--- config.mk ---
export PLATFORM = sky130hd
export DESIGN_NAME = sram_port_arbiter
export DESIGN_NICKNAME = d
export VERILOG_FILES = /design/src/rtl/sram_port_arbiter.sv
export SDC_FILE = /design/constraint.sdc
export NUM_CORES = 1
export LEC_CHECK = 0
export BUFFER_PORTS_ARGS = -buffer_cell sky130_fd_sc_hd__buf_2
export CELL_PAD_IN_SITES_DETAIL_PLACEMENT = 0
export CELL_PAD_IN_SITES_GLOBAL_PLACEMENT = 1
export CORE_AREA = 2 2 107 109
export CTS_CLUSTER_DIAMETER = 50
export CTS_CLUSTER_SIZE = 28
export DETAILED_ROUTE_END_ITERATION = 16
export DIE_AREA = 0 0 109 111
export PLACE_DENSITY = 0.84
export SYNTH_ARGS = -nofsm -noshare
export SYNTH_HDL_FRONTEND = slang
export SYNTH_SLANG_ARGS = --single-unit
--- constraint.sdc ---
create_clock -name clk -period 7 [get_ports clk]
set_input_delay 1.05 -clock clk [delete_from_list [all_inputs] [get_ports clk]]
set_output_delay 1.05 -clock clk [all_outputs]
set_load 0.02 [all_outputs]
--- src/rtl/sram_port_arbiter.sv ---
// Shares one fixed-latency SRAM port between instruction fetch and MEM-stage data accesses.
// One grant per cycle, in-order responses per requester, bounded fetch starvation.
module sram_port_arbiter #(
  parameter int LATENCY    = 1,
  parameter int STARVE_MAX = 4
) (
  input  logic        clk,
  input  logic        reset,
  input  logic        inst_req,
  input  logic [31:0] inst_addr,
  output logic        inst_gnt,
  output logic        inst_rvalid,
  output logic [31:0] inst_rdata,
  input  logic        data_req,
  input  logic        data_we,
  input  logic [31:0] data_addr,
  input  logic [31:0] data_wdata,
  input  logic [2:0]  data_mode,
  input  logic        data_us,
  output logic        data_gnt,
  output logic        data_rvalid,
  output logic [31:0] data_rdata,
  output logic        sram_en,
  output logic        sram_we,
  output logic [31:0] sram_addr,
  output logic [31:0] sram_wdata,
  output logic [2:0]  sram_mode,
  output logic        sram_us,
  input  logic [31:0] sram_rdata
);

  localparam logic [2:0] LAT_C    = 3'(LATENCY);
  localparam logic [3:0] STARVE_C = 4'(STARVE_MAX);

  logic [2:0] cnt_r;
  logic       owner_r;
  logic       owner_we_r;
  logic [3:0] starve_r;
  logic       can_grant_s;
  logic       resp_s;
  logic       inst_win_s;
  logic       data_win_s;

  // Pick a winner; data has priority until the fetch side has been passed over STARVE_MAX times
  always_comb begin
    inst_win_s  = 1'b0;
    data_win_s  = 1'b0;
    can_grant_s = !reset && ((cnt_r == 3'd0) || (cnt_r == 3'd1));
    if (can_grant_s) begin
      if (inst_req && data_req) begin
        if (starve_r == STARVE_C) begin
          inst_win_s = 1'b1;
        end else begin
          data_win_s = 1'b1;
        end
      end else begin
        inst_win_s = inst_req;
        data_win_s = data_req;
      end
    end else begin
      inst_win_s = 1'b0;
      data_win_s = 1'b0;
    end
  end

  // Drive grants and the SRAM command from the winner
  always_comb begin
    inst_gnt   = 1'b0;
    data_gnt   = 1'b0;
    sram_en    = 1'b0;
    sram_we    = 1'b0;
    sram_addr  = 32'h0000_0000;
    sram_wdata = 32'h0000_0000;
    sram_mode  = 3'b000;
    sram_us    = 1'b0;
    case ({inst_win_s, data_win_s})
      2'b10: begin
        inst_gnt  = 1'b1;
        sram_en   = 1'b1;
        sram_addr = inst_addr;
        sram_mode = 3'b010;
      end
      2'b01: begin
        data_gnt   = 1'b1;
        sram_en    = 1'b1;
        sram_we    = data_we;
        sram_addr  = data_addr;
        sram_wdata = data_wdata;
        sram_mode  = data_mode;
        sram_us    = data_us;
      end
      default: begin
        sram_en = 1'b0;
      end
    endcase
  end

  // Route the returning SRAM word to whoever owns the outstanding access
  always_comb begin
    resp_s      = !reset && (cnt_r == 3'd1);
    inst_rvalid = resp_s && !owner_r;
    data_rvalid = resp_s && owner_r;
    if (inst_rvalid) begin
      inst_rdata = sram_rdata;
    end else begin
      inst_rdata = 32'h0000_0000;
    end
    if (data_rvalid && !owner_we_r) begin
      data_rdata = sram_rdata;
    end else begin
      data_rdata = 32'h0000_0000;
    end
  end

  // Outstanding-access countdown, ownership and fetch starvation tracking
  always_ff @(posedge clk or posedge reset) begin
    if (reset) begin
      cnt_r      <= 3'd0;
      owner_r    <= 1'b0;
      owner_we_r <= 1'b0;
      starve_r   <= 4'd0;
    end else begin
      if (inst_win_s || data_win_s) begin
        cnt_r      <= LAT_C;
        owner_r    <= data_win_s;
        owner_we_r <= data_win_s && data_we;
      end else if (cnt_r != 3'd0) begin
        cnt_r <= cnt_r - 3'd1;
      end
      if (inst_win_s || !inst_req) begin
        starve_r <= 4'd0;
      end else if (data_win_s && (starve_r < STARVE_C)) begin
        starve_r <= starve_r + 4'd1;
      end
    end
  end

endmodule

==> summary.md <==
| Metric | Value |
|---|---|
| Share of cells above drive strength 1 | `0.589` |
| Worst hold-check slack | `0.493 ns` |
| Sequential element share of the synthesized area | `0.138` |
| Post-DR vias/cell | `4.15` |
| CTS H-tree depth | `1` |
| Largest cells by area after synthesis | `and2_1 39%, a22o_1 17%, dfrtp_1 14%` |
| Post-cts hold buffer count | `0` |
| PortBufs | `between 200 and 300` |
| Initial core utilization | `0.147` |
| Final min period | `4.52 ns` |
| Post-route cell area | `3190 um2` |
| Final setup viols | `0` |
| CTS buffer count | `3` |
| Area occupied by multi-input gates | `around 1300 um2` |
| Vias in the first global route | `between 2000 and 3000` |
| Synth area leader | `and2_1` |
| Drt initial violations | `slightly below 70` |
| Ys async rst share | `1.00` |
| Core area | `about 11000 um2` |
| #FFs+latches synth | `9` |
| Initial antenna violation count | `0` |
| Switching share of power | `0.476` |
| Final Hold Vio Count | `0` |
| Rows | `39` |
| Clk_lat worst skew | `about 0.24 ns` |
| R2r startpoint | `cnt_r[0]` |
| Post-route ant nets | `0` |
| Area Overhead vs Synth | `95.6%` |
| Psw | `0.000279 W` |
| Reg area | `roughly 230 um2` |
| VDD IR max | `~0.000075 V` |
| CTS resizes | `0` |
| Total global routing overflow | `0` |
| Clock Power Share | `0.173` |
| DIE HEIGHT | `111 um` |
| HP Start | `owner_we_r` |
| Sequential fraction of design power | `0.136` |
| Die Wd | `109 um` |
| Worst setup SP type | `flop` |
| Outcome | `complete, no violations` |
| Leak | `around 2.1 nW` |
| Commonest cells in the netlist | `102 x and2_1, 32 x a22o_1, 11 x inv_1` |
| Routed WL per cell | `approximately 13 um` |
| Final wirelength | `slightly above 8000 um` |
| Placed inst area | `about 3100 um2` |
| Setup crit start | `cnt_r[0]` |
| # nets final | `629` |
| Global-route wire length before repair | `11900 um` |
| Yosys warns | `0` |
| Via count | `around 2600` |
| EDFF count, synth | `0` |
| PD cells | `about 180 nW/um2` |
| Reg clk slew, reported paths | `0.04 ns` |
| Primary FF master, synth | `dfrtp_1` |
| Slew Viols, Final | `0` |
| # diodes | `0` |
| Largest net degree at the start of global routing | `36` |
| Drc violations | `0` |
| Avg Cell Area, Syn | `7.42 um2` |
| RSZ-0062 raised after global routing | `false` |
| Logic pwr share | `0.691` |
| Die area | `approximately 12000 um2` |
| Power Internal | `0.000307 W` |
| Root Buffer Master | `clkbuf_16` |
| IO Pins | `275` |
| Postcts setup bufs | `0` |
| Most frequent cell after synthesis | `and2_1` |
| F_max | `about 220 MHz` |
| MaxCap Viol Count | `0` |
| Clock skew | `0.00163 ns` |
| Fill cells | `1200` |
| Max transition margin | `0.277` |
| Setup_tns | `0 ns` |
| Drt pass-1 iters | `4` |
| Min-delay worst type | `reg2reg` |
| Synth Cell Area | `~1600 um2` |
| Clock buffer depth | `2` |
| Post-DP HPWL | `about 7300 um` |
| Kind of critical path | `reg2out` |
| Mapped Cells | `220` |
| Data arrival time of the critical path | `between 3 and 4 ns` |
| Worst setup EP type | `output port` |
| Crit path max fanout | `32` |
| CTS tree | `done` |
| Clock sinks | `9` |
| Number of distinct library cells after synthesis | `30` |
| GRT Util Overall | `0.125` |
| Post-synth top area share | `0.391` |
| Syn_nets | `366` |
| Routability Congestion | `about 0.89` |
| Final period utilization | `0.646` |
| Fin util | `0.288` |
| Worst slew pin tran | `~1.1 ns` |
| Worst EP required | `around 6 ns` |
-- layer usage --
metal / vias to the layer above / wire, um / global-route usage
met5: - / 0 / 0
met4: 0 / 255 / 0.0607
met3: 15 / 884 / 0.0253
met2: 188 / 3980 / 0.231
met1: 1134 / 3110 / 0.131
li1: 1259 / - / -
-- cell type report --
class                      instances  area share
multi-input combinational        183       0.404
timing repair buffer             275       0.432
clock buffer                       4      0.0247
sequential                         9      0.0705
tap                              143      0.0560
inverter                          11      0.0129
-- cell usage in the layout (no fill, tap or decap) --
cell       instances
o211a_1            1
nand2b_1           2
a21oi_2            1
clkbuf_1           1
a21oi_1            2
and2b_2            1
a21o_1             1
a22o_1            32
and2_1           102
nor2_1             1
o311ai_2           1
o21ai_0            7
dfrtp_1            9
nand3_1            2
buf_4              1
o211ai_1           1
nor3_2             1
nand4_1            1
o32ai_1            1
clkbuf_16          3
a31oi_1            1
inv_1             11
ha_1               9
nor3b_2            1
xor2_1             1
nand2b_4           1
and3_1             2
a211o_1            1
nor2b_1            2
nand2_1            8
buf_2            274
-- critical path, cell delays in order (launching register included) --
cell	delay, ns
dfrtp_1	0.40
inv_1	0.07
ha_1	0.15
ha_1	0.25
inv_1	0.09
a21oi_2	0.27
nand3_1	0.22
ha_1	0.43
and2_1	0.86
a22o_1	0.30
buf_2	0.17
-- stage by stage --
stage | setup slack [ns] | instances | total power, W
finish | 2.48 | 625 | 0.000586
global route | 2.13 | 625 | 0.000637
CTS | 2.45 | 625 | 0.000594
detailed placement | 2.51 | 621 | 0.000490
global placement | 2.64 | 621 | 0.000482
floorplan | 3.31 | 220 | 0.000344
-- kinds of logic (layout without fill, tap and decap cells) --
family | count (synthesis) | after routing | synth area share
fa+ha+maj | 9 | 9 | 0.0690
simple gates | 124 | 124 | 0.472
flops | 9 | 9 | 0.138
compound gates | 49 | 49 | 0.244
buf+inv | 28 | 290 | 0.0713
xor+xnor | 1 | 1 | 0.00536
-- registers in the layout, indices dropped and copies added (netlist names) --
| register | flops |
|---|---|
| cnt_r | 3 |
| owner_we_r | 1 |
| starve_r | 4 |
| owner_r | 1 |
-- power groups by stage --
stage	sequential (W)	clock, W	combinational [W]
floorplan	0.0000767	0	0.000268
global placement	0.0000791	0	0.000403
detailed placement	0.0000803	0	0.000410
CTS	0.0000797	0.000104	0.000411
global route	0.0000818	0.000107	0.000448
finish	0.0000795	0.000101	0.000405
-- worst paths after layout --
| path | endpoint | slack [ns] | cells after the start |
|---|---|---|---|
| setup / recovery | sram_addr[23] | 2.48 | 10 |
| hold / removal | owner_we_r | 0.49 | 2 |
| setup reg to reg | owner_we_r | 4.87 | 9 |
| hold reg to reg | owner_we_r | 0.49 | 2 |
| max in group asynchronous | starve_r[1] | 5.91 | 2 |
| min in group asynchronous | cnt_r[1] | 0.83 | 2 |
Note: power is estimated with default switching activity, not from simulation.
